File: src/rtl/number_converter_seq.sv
// Four-lane registered binary-to-BCD converter with saturation at 999 and per-lane blanking.
// Optional macro LEADING_ZERO_BLANK_EN replaces leading zero digits of valid lanes with 4'hF.
module number_converter_seq (
  input  logic        clk,
  input  logic        rst_n,
  input  logic [9:0]  num1,
  input  logic [9:0]  num2,
  input  logic [9:0]  num3,
  input  logic [9:0]  num4,
  input  logic [3:0]  valid,
  output logic [47:0] numbers
);

  localparam int          LANES     = 4;
  localparam int          DIGITS    = 3;
  localparam int          LANE_W    = DIGITS * 4;
  localparam logic [9:0]  MAX_VAL   = 10'd999;
  localparam logic [3:0]  BLANK_DIG = 4'hF;

  logic [9:0]         lane_num [LANES];
  logic [LANES*LANE_W-1:0] numbers_d, numbers_q;

  // Shift-add-3 over all ten input bits; the caller guarantees the value is at most 999.
  function automatic logic [LANE_W-1:0] bin2bcd(input logic [9:0] bin);
    logic [LANE_W+9:0] sh;
    sh = {{LANE_W{1'b0}}, bin};
    for (int i = 0; i < 10; i++) begin
      if (sh[13:10] >= 4'd5) sh[13:10] = sh[13:10] + 4'd3;
      if (sh[17:14] >= 4'd5) sh[17:14] = sh[17:14] + 4'd3;
      if (sh[21:18] >= 4'd5) sh[21:18] = sh[21:18] + 4'd3;
      sh = sh << 1;
    end
    return sh[LANE_W+9:10];
  endfunction

  assign lane_num[0] = num1;
  assign lane_num[1] = num2;
  assign lane_num[2] = num3;
  assign lane_num[3] = num4;

  always_comb begin
    logic [9:0]        sat;
    logic [LANE_W-1:0] code;
    numbers_d = '0;
    sat       = '0;
    code      = '0;
    for (int l = 0; l < LANES; l++) begin
      sat  = (lane_num[l] > MAX_VAL) ? MAX_VAL : lane_num[l];
      code = bin2bcd(sat);
`ifdef LEADING_ZERO_BLANK_EN
      // Tens only blanks when hundreds was also zero, so test before overwriting hundreds.
      if (code[11:8] == 4'd0 && code[7:4] == 4'd0) code[7:4] = BLANK_DIG;
      if (code[11:8] == 4'd0) code[11:8] = BLANK_DIG;
`endif
      if (!valid[l]) code = {DIGITS{BLANK_DIG}};
      // Lane 1 occupies the most significant slice.
      numbers_d[(LANES-1-l)*LANE_W +: LANE_W] = code;
    end
  end

  always_ff @(posedge clk or negedge rst_n) begin
    if (!rst_n) numbers_q <= '0;
    else        numbers_q <= numbers_d;
  end

  assign numbers = numbers_q;

endmodule

File: config.mk
export PLATFORM = sky130hd
export DESIGN_NAME = number_converter_seq
export DESIGN_NICKNAME = d
export VERILOG_FILES = /design/src/rtl/number_converter_seq.sv
export SDC_FILE = /design/constraint.sdc
export NUM_CORES = 1
export LEC_CHECK = 0
export ABC_AREA = 1
export CAP_MARGIN = 20
export CORE_MARGIN = 2
export CORE_UTILIZATION = 40
export CTS_BUF_LIST = sky130_fd_sc_hd__clkbuf_4 sky130_fd_sc_hd__clkbuf_8 sky130_fd_sc_hd__clkbuf_16
export DETAILED_ROUTE_END_ITERATION = 16
export HOLD_SLACK_MARGIN = 0.12
export MAX_ROUTING_LAYER = met4
export PLACE_DENSITY_LB_ADDON = 0.08
export SYNTH_ARGS = -nofsm -noshare
export SYNTH_HDL_FRONTEND = slang
export SYNTH_SLANG_ARGS = --single-unit
File: constraint.sdc
create_clock -name clk -period 0.8 [get_ports clk]
set_input_delay 0.08 -clock clk [delete_from_list [all_inputs] [get_ports clk]]
set_output_delay 0.08 -clock clk [all_outputs]
set_load 0.005 [all_outputs]
# Yosys cells after proc, flatten, opt, wreduce, memory -nomap -nowiden
# Cells that the tools add are included.
[op_classes] add_sub_neg=96 mul=0 div=0 order_cmp=100 eq_ne=0 n_shift=0 muxes=104 n_bitwise=0 reduce_logical=0
[op_table] op="$ge 4x3->1 const B" count=84
[op_table] op="$mux 4" count=63
[op_table] op="$add 4x2->4 const B" count=60
[op_table] op="$mux 3" count=33
[op_table] op="$add 3x2->3 const B" count=24
[op_table] op="$mux 12" count=4
[op_table] op="$gt 10x10->1 const B" count=4
[op_table] op="$mux 10" count=4
[op_table] op="$add 1x2->3 const B" count=7
[op_table] op="$ge 1x3->1 const B" count=7
[op_table] op="$add 1x2->3 const AB" count=5
[op_table] op="$ge 1x3->1 const AB" count=5
[totals] register_bits=48 latchBits=0 mem_bits_rw=0 rom_bits=0 inputBits=46 out_inout_bits=48 word_cells=301 mem_count=0

# Depth between registers and ports, before layout
[logic_depth] ltp_word=21 mapped_depth=47 depth_no_buf=47

# Worst setup path after synthesis
# OpenSTA, ideal clock, no wires.
[synth_timing] kind="input to register" startpoint="input port num3[8]" endpoint="register numbers_q[21], in the netlist numbers[21]" setup_ns=0.134 t_arrival_ns=4.698 t_required_ns=0.666 setup_slack_ns=-4.032 cell_stages=40 path_buffers=0 path_cell_list="inv_1 ha_1 inv_1 ha_1 inv_1 nand2_1 nand2_1 nand2_1 ha_1 inv_1 or2_2 nand3_2 nand2_2 nand2_1 and2_1 ha_1 inv_1 nor2_1 [4 not listed] nand3_1 ha_1 a21oi_1 inv_1 nand2_1 nand2_2 ha_1 nand2_1 nand4_1 and2_1 nand2_2 xor2_1 ha_1 inv_1 ha_1 a21o_1 a21oi_1 o21ai_0"
[synth_via] elab_chain_cells=21 word_cells_on_any_way=60 cone_classes="19 x add/sub; 20 x order compare; 21 x mux"
[synth_rtl] element="start: declaration" line_no="8" source="input logic [9:0] num3,"
[synth_rtl] element="$gt 10x10->1" line_no="48" source="sat = (lane_num[l] > MAX_VAL) ? MAX_VAL : lane_num[l];"
[synth_rtl] element="$mux 10 (*)" line_no="48"
[synth_rtl] element="$ge 1x3->1 or $add 1x2->3 (tied branches)" line_no="28" source="if (sh[13:10] >= 4'd5) sh[13:10] = sh[13:10] + 4'd3;"
[synth_rtl] element="$mux 4" line_no="28"
[synth_rtl] element="$add 4x2->4 or $ge 4x3->1 (tied branches)" line_no="28"
[synth_rtl] element="$mux 4" line_no="28"
[synth_rtl] element="$add 4x2->4, or another cell as far along" line_no="28"
[synth_rtl] element="$mux 4, on equally long branches" line_no="28, 29"
[synth_rtl] element="[6 not listed]"
[synth_rtl] element="$add 4x2->4, or another cell as far along" line_no="29" source="if (sh[17:14] >= 4'd5) sh[17:14] = sh[17:14] + 4'd3;"
[synth_rtl] element="$mux 4, or another cell as far along" line_no="29"
[synth_rtl] element="$add 4x2->4, or another cell as far along" line_no="29"
[synth_rtl] element="$mux 4 or $mux 3 (tied branches)" line_no="29, 30"
[synth_rtl] element="$ge 4x3->1 or $add 3x2->3 (tied branches)" line_no="30" source="if (sh[21:18] >= 4'd5) sh[21:18] = sh[21:18] + 4'd3;"
[synth_rtl] element="$mux 3 (*)" line_no="30"
[synth_rtl] element="$mux 12 (*)" line_no="55" source="if (!valid[l]) code = {DIGITS{BLANK_DIG}};"
[synth_rtl] element="net numbers_d[21]" line_no="21" source="logic [LANES*LANE_W-1:0] numbers_d, numbers_q;"
[synth_rtl] element="end signal: assignment" line_no="63" source="else numbers_q <= numbers_d;"
[synth_rtl] element="end: declaration" line_no="21"
# The timed path passes the listed nets; every way through them passes the cells marked *.

# Worst setup path after layout
[layout_timing] startpoint="input port num1[8]" endpoint="register numbers_q[45], in the netlist numbers[45]"
[layout_via] elab_chain_cells=21 word_cells_on_any_way=60 cone_classes="19 x add/sub; 20 x order compare; 21 x mux"
[layout_rtl] element="start: declaration" line_no="6" source="input logic [9:0] num1,"
[layout_rtl] element="$gt 10x10->1" line_no="48"
[layout_rtl] element="$mux 10 (*)" line_no="48"
[layout_rtl] element="$ge 1x3->1 or $add 1x2->3 (tied branches)" line_no="28"
[layout_rtl] element="$mux 4" line_no="28"
[layout_rtl] element="$add 4x2->4 or $ge 4x3->1 (tied branches)" line_no="28"
[layout_rtl] element="$mux 4" line_no="28"
[layout_rtl] element="$add 4x2->4, or another cell as far along" line_no="28"
[layout_rtl] element="$mux 4, on equally long branches" line_no="28, 29"
[layout_rtl] element="[6 not listed]"
[layout_rtl] element="$add 4x2->4, or another cell as far along" line_no="29"
[layout_rtl] element="$mux 4, or another cell as far along" line_no="29"
[layout_rtl] element="$add 4x2->4, or another cell as far along" line_no="29"
[layout_rtl] element="$mux 4 or $mux 3 (tied branches)" line_no="29, 30"
[layout_rtl] element="$ge 4x3->1 or $add 3x2->3 (tied branches)" line_no="30"
[layout_rtl] element="$mux 3 (*)" line_no="30"
[layout_rtl] element="$mux 12 (*)" line_no="55"
[layout_rtl] element="net numbers_d[45]" line_no="21"
# Marked as above.

==> reports/summary.txt <==
Final worst setup slack - -3.50 ns
Reg power frac - 7.9%
Crit start category - primary input
Detailed placement HPWL - 14000 µm
# setup viols final - 94
Die X - 131 µm
Die area - 17300 µm²
Io pins - 94
Post-route DRC - 0
F_max - 233 MHz
Total GRT Usage - 25.0%
Register bit total from synthesis - 48
Syn Inst Count - 1034
Starting Density - 40.8%
Layout area overhead - 106%
Total clock buffers created by CTS - 5
Critical path class - primary input to flip-flop
Critical Path Source - num1[8]
Largest net degree at the start of global routing - 26
Net Sw Frac - 50.1%
Critical Path End Type - flip-flop
Sequential fraction of the synthesis area - 18.5%
Routed wire per std cell - 14.5 µm
Rows - 46
CTS clock-pin slew for the worst setup and hold paths - 0.08 ns
Worst-Margin Slew - 0.888 ns
Mapped cell area - 6490 µm²
Minimum clock period - 4.30 ns
Unique cell type count in the Yosys netlist - 37
Syn avg cell area - 6.27 µm²
Most area-consuming cells after synthesis - dfrtp_1 (19%), nand2_1 (17%), ha_1 (12%), nand3_1 (9.9%), inv_1 (9.1%)
Core area - 15900 µm²
Crit path required time - 1.04 ns
Post-synth top area cell - dfrtp_1
Ys async rst share - 100%
Finished layout cell area - 13300 µm²
Post-DRT Antenna Nets - 0
Clock sink total - 48
Dominant synthesized flop cell - dfrtp_1
Pint - 0.0226 W
Crit path to - numbers[45]
PD cells - 3390 nW/µm²
Post-synth net total - 1144
Post-placement cell area - 10500 µm²
CTS tree - yes
Hold Crit Class - primary input to asynchronous set/reset pin
Top cells by count, synth - nand2_1 (302), inv_1 (157), nand3_1 (128), nand2_2 (74), ha_1 (64)
Combinational power share - 86.3%
Final period utilization - 537%
Failing checks - setup timing
WL final - 25200 µm
Peak supply drop - 1890 µV
Vias in the first global route - 8204
Number of flip-flops under the largest register name - 48
Fin. Hold Viols - 0
GPL Wtd Cong - 0.874
Total gr overflow - 0
Status - finished with violations
Slew HR - 40.1%
Post-synth top area share - 18.5%
PortBufs - 93
Clk root buf - clkbuf_16
Pins over their slew limit - 0
Routed vias - 8656
Fin nets - 1632
First-pass GRT wire length - 35700 µm
YS warnings - 0
Die Y-Extent - 131 µm
Most frequent cell after synthesis - nand2_1
Power share of the clock group - 5.8%
Vias/cell - 4.97
RSZ-0062 raised after global routing - yes
Number of synthesized flops with an enable pin - 0
Crit path DAT - 4.54 ns
Share of cells above drive strength 1 - 65.1%
MaxCap Viol Count - 0
Worst path slowest cell - xor2_4
Drt pass-1 iters - 6
Sum Neg Setup Slack - -146.01 ns
Initial DRC count - 366
Leak - 6.87 nW
Initial antenna violation count - 0
Slowest Stage Delay on Critical Path - 0.21 ns
Max FO, Critical Path - 6
Sw power - 0.0226 W
H-tree depth - 2
Max Buffers Root-to-Sink - 2
area by class of cell:
| cell class | count | area [µm²] |
|---|---|---|
| multi-input combinational | 790 | 6920 |
| antenna | 1 | 2.50 |
| sequential | 48 | 1200 |
| fill | 877 | 2550 |
| inverter | 176 | 800 |
| clock inverter | 3 | 46.3 |
| timing repair buffer | 501 | 3970 |
| clock buffer | 5 | 125 |
| tap | 216 | 270 |
per-stage QoR:
step / power, W / hold WS [ns] / std cells / setup WS [ns] / utilization, %
3_5_place_dp: 0.0310 / -0.0618 / 1596 / -4.36 / 66.1
4_1_cts: 0.0385 / 0.161 / 1697 / -3.45 / 76.4
3_3_place_gp: 0.0305 / -0.0609 / 1596 / -4.14 / 66.1
6_report: 0.0452 / 0.161 / 1740 / -3.50 / 84.0
5_1_grt: 0.0487 / 0.181 / 1739 / -3.78 / 83.9
2_1_floorplan: 0.0208 / -0.216 / 1034 / -3.53 / -
kinds of logic (layout without fill, tap and decap cells):
logic type      after synthesis  after routing  share of synthesized area, %
fa+ha+maj                    64             64                          12.3
flops                        48             48                          18.5
compound gates              100            100                          9.97
buf+inv                     196            685                          11.3
other cells                   0              1                             0
xor+xnor                     10             10                          1.58
simple gates                616            616                          46.2
power groups by stage:
stage                     registers, W  logic (W)  clock network, W
final                          0.00359     0.0390           0.00262
after global routing           0.00367     0.0424           0.00271
after detailed placement       0.00365     0.0273                 0
after global placement         0.00364     0.0268                 0
after floorplan                0.00374     0.0171                 0
after CTS                      0.00358     0.0323           0.00264
worst max-delay path, delay by kind of cell:
kind                       cells  cell delay [ns]
adders and majority gates      8             1.28
and+or+nand+nor               16             1.57
xor gates and xnor gates       2             0.37
AOI/OAI and AO/OA              4             0.48
buffers and inverters         12             0.75
layer usage:
metal / wire [µm] / GRT usage, % / up-vias
met1: 9810 / 28.0 / 4039
met3: 996 / 3.28 / 77
li1: - / - / 4291
met2: 13500 / 46.8 / 249
met4: 880 / 6.58 / 0
met5: 0 / - / -
worst min path at each step:
| stage | cells after the start | to | slack, ns | from |
|---|---|---|---|---|
| after global placement | 1 | numbers[0] | -0.06 | rst_n |
| final | 2 | numbers[1] | 0.16 | rst_n |
| after CTS | 2 | numbers[9] | 0.16 | rst_n |
| after detailed placement | 1 | numbers[9] | -0.06 | rst_n |
| after floorplan | 0 | numbers[0] | -0.22 | rst_n |
| after global routing | 2 | numbers[9] | 0.18 | rst_n |
what timing repair did:
item / CTS / global route
cloned: 0 / 0
hold endpoints to repair: 48 / 0
pin swaps: 166 / 189
endpoints found under the setup margin: 96 / 96
buffers inserted: 102 / 55
hold buffers: 1 / 0
resized for setup: 512 / 240
cell usage in the layout (no fill, tap or decap), types with 41 or more instances in the layout:
cell type    n
buf_2       50
buf_6       41
dfrtp_1     48
nand2_2    119
nand3_2     56
ha_4        47
inv_2       53
nand2_4     94
buf_4      370
nand2_1    168
inv_1      101
nand3_1     67
Note: power is estimated with default switching activity, not from simulation.
